--- src/rtl/mem_arbiter.sv ---
// ---------------------------------------------------------------------------
// mem_arbiter
//
// Shares one single-port memory between a CPU and a DMA engine. The CPU
// always has an access pending; the DMA engine raises dma_req and holds it
// (with its operands) until dma_ack. Each access runs through an ACC phase
// of MEM_LAT+1 cycles, then a one-cycle ACK phase. The ACK phase strobes
// cpu_clk_en or dma_ack and is also where the next grant is chosen.
//
// Build option:
//   MEM_ARB_DMA_PRIORITY_EN - when defined, a pending DMA request wins every
//                             grant decision. When undefined, grants
//                             alternate: DMA only follows a CPU grant.
//
// Parameters:
//   MEM_LAT     - cycles from mem_addr/mem_en valid to mem_rd_data valid (1..4)
//
// Ports:
//   clk         - single clock, all state changes on the rising edge
//   rst         - synchronous active-high reset
//   cpu_addr    - CPU address (16)
//   cpu_wr_data - CPU write data (8)
//   cpu_rw_n    - CPU direction, 1 = read
//   cpu_rd_data - last data read for the CPU (8), held between reads
//   cpu_clk_en  - one-cycle CPU advance strobe, once per CPU access
//   dma_req     - DMA request
//   dma_addr    - DMA address (16)
//   dma_wr_data - DMA write data (8)
//   dma_rw_n    - DMA direction, 1 = read
//   dma_ack     - one-cycle DMA completion strobe
//   dma_rd_data - last data read for the DMA engine (8)
//   mem_addr    - memory address (16)
//   mem_wr_data - memory write data (8)
//   mem_en      - memory enable, high for the whole ACC phase
//   mem_we      - memory write enable, high during ACC of a write
//   mem_rd_data - memory read data (8)
// ---------------------------------------------------------------------------
module mem_arbiter #(
    parameter int MEM_LAT = 1
) (
    input  logic        clk,
    input  logic        rst,
    input  logic [15:0] cpu_addr,
    input  logic [7:0]  cpu_wr_data,
    input  logic        cpu_rw_n,
    output logic [7:0]  cpu_rd_data,
    output logic        cpu_clk_en,
    input  logic        dma_req,
    input  logic [15:0] dma_addr,
    input  logic [7:0]  dma_wr_data,
    input  logic        dma_rw_n,
    output logic        dma_ack,
    output logic [7:0]  dma_rd_data,
    output logic [15:0] mem_addr,
    output logic [7:0]  mem_wr_data,
    output logic        mem_en,
    output logic        mem_we,
    input  logic [7:0]  mem_rd_data
);

    localparam logic [2:0] IDLE    = 3'd0;
    localparam logic [2:0] CPU_ACC = 3'd1;
    localparam logic [2:0] CPU_ACK = 3'd2;
    localparam logic [2:0] DMA_ACC = 3'd3;
    localparam logic [2:0] DMA_ACK = 3'd4;

    localparam logic [2:0] LAT_LAST = 3'(MEM_LAT);

    logic [2:0] state;
    logic [2:0] lat_cnt;
    logic       last_dma;
    logic       grant_dma;

    // Grant choice for the current decision cycle. With the priority option
    // a pending DMA request always wins and can stall the CPU indefinitely;
    // otherwise DMA may only follow a CPU grant, which bounds the DMA wait
    // to one CPU access and keeps the CPU from starving.
    always_comb begin
`ifdef MEM_ARB_DMA_PRIORITY_EN
        grant_dma = dma_req;
`else
        grant_dma = dma_req && !last_dma;
`endif
    end

    // Main sequencer. Every output is a register, so each output is set on
    // the edge that enters the state it belongs to. The latched operands
    // live directly in mem_addr/mem_wr_data/mem_we. They freeze the access
    // against later input changes. A read is recognised at completion by
    // mem_we being low. The ACK states double as decision points, so
    // back-to-back accesses need no extra IDLE cycle.
    always_ff @(posedge clk) begin
        if (rst) begin
            state       <= IDLE;
            last_dma    <= 1'b1;
            lat_cnt     <= 3'd0;
            mem_en      <= 1'b0;
            mem_we      <= 1'b0;
            mem_addr    <= 16'h0000;
            mem_wr_data <= 8'h00;
            cpu_clk_en  <= 1'b0;
            dma_ack     <= 1'b0;
            cpu_rd_data <= 8'h00;
            dma_rd_data <= 8'h00;
        end else begin
            cpu_clk_en <= 1'b0;
            dma_ack    <= 1'b0;
            case (state)
                IDLE, CPU_ACK, DMA_ACK: begin
                    lat_cnt  <= 3'd0;
                    mem_en   <= 1'b1;
                    last_dma <= grant_dma;
                    if (grant_dma) begin
                        state       <= DMA_ACC;
                        mem_addr    <= dma_addr;
                        mem_wr_data <= dma_wr_data;
                        mem_we      <= ~dma_rw_n;
                    end else begin
                        state       <= CPU_ACC;
                        mem_addr    <= cpu_addr;
                        mem_wr_data <= cpu_wr_data;
                        mem_we      <= ~cpu_rw_n;
                    end
                end
                CPU_ACC, DMA_ACC: begin
                    if (lat_cnt == LAT_LAST) begin
                        mem_en <= 1'b0;
                        mem_we <= 1'b0;
                        if (state == CPU_ACC) begin
                            state      <= CPU_ACK;
                            cpu_clk_en <= 1'b1;
                            if (!mem_we) begin
                                cpu_rd_data <= mem_rd_data;
                            end
                        end else begin
                            state   <= DMA_ACK;
                            dma_ack <= 1'b1;
                            if (!mem_we) begin
                                dma_rd_data <= mem_rd_data;
                            end
                        end
                    end else begin
                        lat_cnt <= lat_cnt + 3'd1;
                    end
                end
                default: begin
                    state  <= IDLE;
                    mem_en <= 1'b0;
                    mem_we <= 1'b0;
                end
            endcase
        end
    end

endmodule
--- config.mk ---
export PLATFORM = sky130hd
export DESIGN_NAME = mem_arbiter
export DESIGN_NICKNAME = d
export VERILOG_FILES = /design/src/rtl/mem_arbiter.sv
export SDC_FILE = /design/constraint.sdc
export NUM_CORES = 1
export LEC_CHECK = 0
export ABC_AREA = 1
export CORE_MARGIN = 3
export CORE_UTILIZATION = 37
export DETAILED_ROUTE_END_ITERATION = 8
export GPL_TIMING_DRIVEN = 0
export PLACE_DENSITY = 0.75
export SYNTH_ARGS = -nofsm -noshare
export SYNTH_HDL_FRONTEND = slang
export SYNTH_SLANG_ARGS = --single-unit
export TNS_END_PERCENT = 50
--- constraint.sdc ---
create_clock -name clk -period 1.2 [get_ports clk]
set_input_delay 0.12 -clock clk [delete_from_list [all_inputs] [get_ports clk]]
set_output_delay 0.12 -clock clk [all_outputs]
set_load 0.005 [all_outputs]
==> impl_results.md <==
- Comb pwr share: roughly 22%
- Clk sinks: between 50 and 60
- Maximum root-to-sink buffer count: 2
- Commonest cells after routing, fill and taps aside: nand2_1 (145), clkdlybuf4s50_1 (60), dlygate4sd2_1 (43)
- Setup Skew: ~0.0068 ns
- Area Overhead vs Synth: 58.24%
- Layout cell share with drive strength beyond 1: 19.14%
- Die ar.: just over 7000 sq um
- Filler cells: around 590
- Syn Nets: 412
- H-Tree Depth: 2
- Drt total wl: approximately 6300 microns
- Vias: ~2,400
- FF-to-FF path depth: 8
- Avg Cell Area, Syn: approximately 6.6 sq um
- PD cells: 1004 nW/um^2
- Status: finished, violations left
- Count of unique library cells instantiated by Yosys: 17
- Clock Latency Late Sink: 0.30 ns
- Placed inst area: 3451 sq um
- Fin. Hold Viols: 0
- Drt drc: 0
- Synth Instances: approximately 350
- Critical Path Start Type: flip-flop
- Seq/Total Area, Yosys: ~44%
- Diode count: 0
- CP Depth: 8
- GPL Wtd Cong: between 0.7 and 0.8
- Sequence of cells on the critical path: inv_2 -> ha_4 -> nand2_4 -> nor2_4 -> buf_6 -> nand3_1 -> nand2_1 -> nor2_1
- Final Max Tran Viols: 0
- Fmax: a little over 0.8 GHz
- Post-route clock period utilization: 101.3%
- Detail Route Antenna Nets: 0
- Switching part of the total: between 20% and 30%
- # rows: 28
- DRT Pass-1 Iters: 4
- Core Region: approximately 6000 sq um
- IO Port Bufs: 104
- DRT iter0 DRCs: 83
- Hold Crit Start: cpu_addr[11]
- Yosys warns: 0
- Setup TNS: -0.02335 ns
- Hold Crit Class: primary input to flip-flop
- Worst Path Max Fanout: 5
- Final setup fails: 2
- Internal power: ~0.0027 W
- Clock buffer count from CTS: 5
- GRT Overall Usage: between 10% and 20%
- CP required: between 1 and 1.5 ns
- Number of I/O pins: around 110
- Largest net degree at the start of global routing: 16
- Buf/Inv on CP: 2
- Initial Utilization: approximately two fifths
- Setup Crit Path Kind: flip-flop to flip-flop
- Psw: 0.001001 W
- Antenna violations before repair: 0
- Hold Path Cell Cnt: 5
- Worst-path clk slew: 0.09 ns
- Synthesized cell area: approximately 2300 sq um
- Leak pwr: 1.885 nW
- Final instance area: 3665 sq um
- Critical Path Slowest Stage Cell: dfxtp_2
- RSZ-0062 raised after global routing: yes
- Wire length per cell: approximately 12 microns
- Tmin final: around 1.2 ns
- Worst slew margin: around three quarters
- Max-cap violations: 0
- Reg power frac: a little over 50%
- Vias per cell: around 4.5
- Failing checks: setup timing
- Root buf cell: clkbuf_8
- Vias in the first global route: approximately 2,300
- Commonest non-fill, non-tap cell in the layout: nand2_1
- Worst-margin pin slew: ~0.35 ns
- CP Capture Type: flip-flop
- DP HPWL: 4816 microns
- CP Launch Point: lat_cnt[1]$_SDFFE_PP0P_
- Arrival @ worst endpoint: about 1.4 ns
- DIE HEIGHT: between 80 and 90 microns
- Reg2reg start: lat_cnt[1]$_SDFFE_PP0P_
- Clk network pwr share: about 28%
- Final core occ: roughly three fifths
- Peak VDD IR: approximately 0.00044 V
- DIE WIDTH: about 85 microns
- CP delay by family, top: simple AND/OR/NAND/NOR gates
- FF+latch count, synth: 51
- Max stage delay on crit path: 0.34 ns
- First-pass GRT wire length: between 10,000 and 15,000 microns
- Global route overflow: 0
- TritonCTS clock tree: done
- Final WS setup: -0.01607 ns
- Final net count: between 500 and 600
## what timing repair did
action                     in CTS  in global routing
hold buffers                    0                  0
resized for setup              75                 26
setup endpoints to repair      61                 35
buffers inserted                2                  1
pin swaps                       4                 15
gates cloned                    1                  0
## registers in the layout, indices dropped and copies added, names as in the netlist
register	count
cpu_clk_en	1
mem_wr_data	8
last_dma	1
lat_cnt	3
mem_en	1
cpu_rd_data	8
dma_ack	1
dma_rd_data	8
mem_addr	16
mem_we	1
state	3
## power by group through the flow
stage	combinational, W	clock, W	sequential, W
6_report	0.000791	0.00103	0.00186
4_1_cts	0.000775	0.00106	0.00186
3_3_place_gp	0.000799	0	0.00189
2_1_floorplan	0.000349	0	0.00189
5_1_grt	0.000881	0.00112	0.00187
3_5_place_dp	0.000806	0	0.00189
## tightest hold or removal path, cell delays in order
cell and delay [ns]:
clkdlybuf4s50_1 0.39, nand2_1 0.06, nand2_1 0.05, nand2_1 0.05, nand2_1 0.04
## area by class of cell
cell class | count | area, sq um | area share (%)
sequential | 51 | 1059 | 28.88
tap | 75 | 93.84 | 2.561
multi-input combinational | 259 | 1196 | 32.64
clock buffer | 7 | 86.33 | 2.356
inverter | 25 | 101.3 | 2.765
buffer | 14 | 92.59 | 2.526
clock inverter | 1 | 8.758 | 0.2390
timing repair buffer | 108 | 1027 | 28.03
## logic make-up after synthesis
family	count (synthesis)	synth area share, %
flip-flops	51	44.08
buffers and inverters	39	7.833
adder cells (fa/ha/maj)	2	1.080
AO/OA/AOI/OAI	7	1.513
AND/OR/NAND/NOR	250	45.49
## cell usage after synthesis
| library cell | count | area (sq um) |
|---|---|---|
| inv_2 | 9 | 33.78 |
| dfxtp_1 | 51 | 1021 |
| nand3_1 | 46 | 230.2 |
| nor2_4 | 4 | 45.04 |
| inv_1 | 16 | 60.06 |
| nor2_2 | 2 | 12.51 |
| o21ai_0 | 1 | 5.000 |
| nand2_1 | 148 | 555.5 |
| nand2_4 | 1 | 11.26 |
| o21ai_1 | 2 | 10.01 |
| buf_2 | 10 | 50.05 |
| ha_1 | 2 | 25.02 |
| nor2_1 | 43 | 161.4 |
| buf_4 | 2 | 15.01 |
| nand2_2 | 6 | 37.54 |
| buf_6 | 2 | 22.52 |
| a21oi_1 | 4 | 20.02 |
## through the flow
step / hold WS (ns) / total power, W / setup slack [ns] / instances
final: 0.4415 / 0.003681 / -0.01607 / 540
after global routing: 0.4607 / 0.003874 / -0.06428 / 540
after CTS: 0.4322 / 0.003689 / -0.06566 / 539
after detailed placement: 0.4601 / 0.002697 / -0.2091 / 528
after global placement: 0.4552 / 0.002688 / -0.2047 / 528
after floorplan: 0.1891 / 0.002241 / 0.04272 / 349
## routing by layer
| layer | vias up | share of wire [%] | track usage, % |
|---|---|---|---|
| met2 | 79 | 47 | 28.81 |
| met1 | 1048 | 42 | 20.30 |
| met5 | - | 0 | 0 |
| met4 | 0 | 0.54 | 4.748 |
| met3 | 5 | 10 | 7.282 |
| li1 | 1300 | - | - |
## worst paths after layout
kind,endpoint,slack (ns)
setup / recovery,cpu_rd_data[5]$_SDFFE_PP0P_,-0.02
hold / removal,mem_addr[11]$_SDFFE_PP0P_,0.44
setup reg to reg,cpu_rd_data[5]$_SDFFE_PP0P_,-0.02
hold reg to reg,dma_rd_data[5]$_SDFFE_PP0P_,0.46
Note: power is estimated with default switching activity, not from simulation.
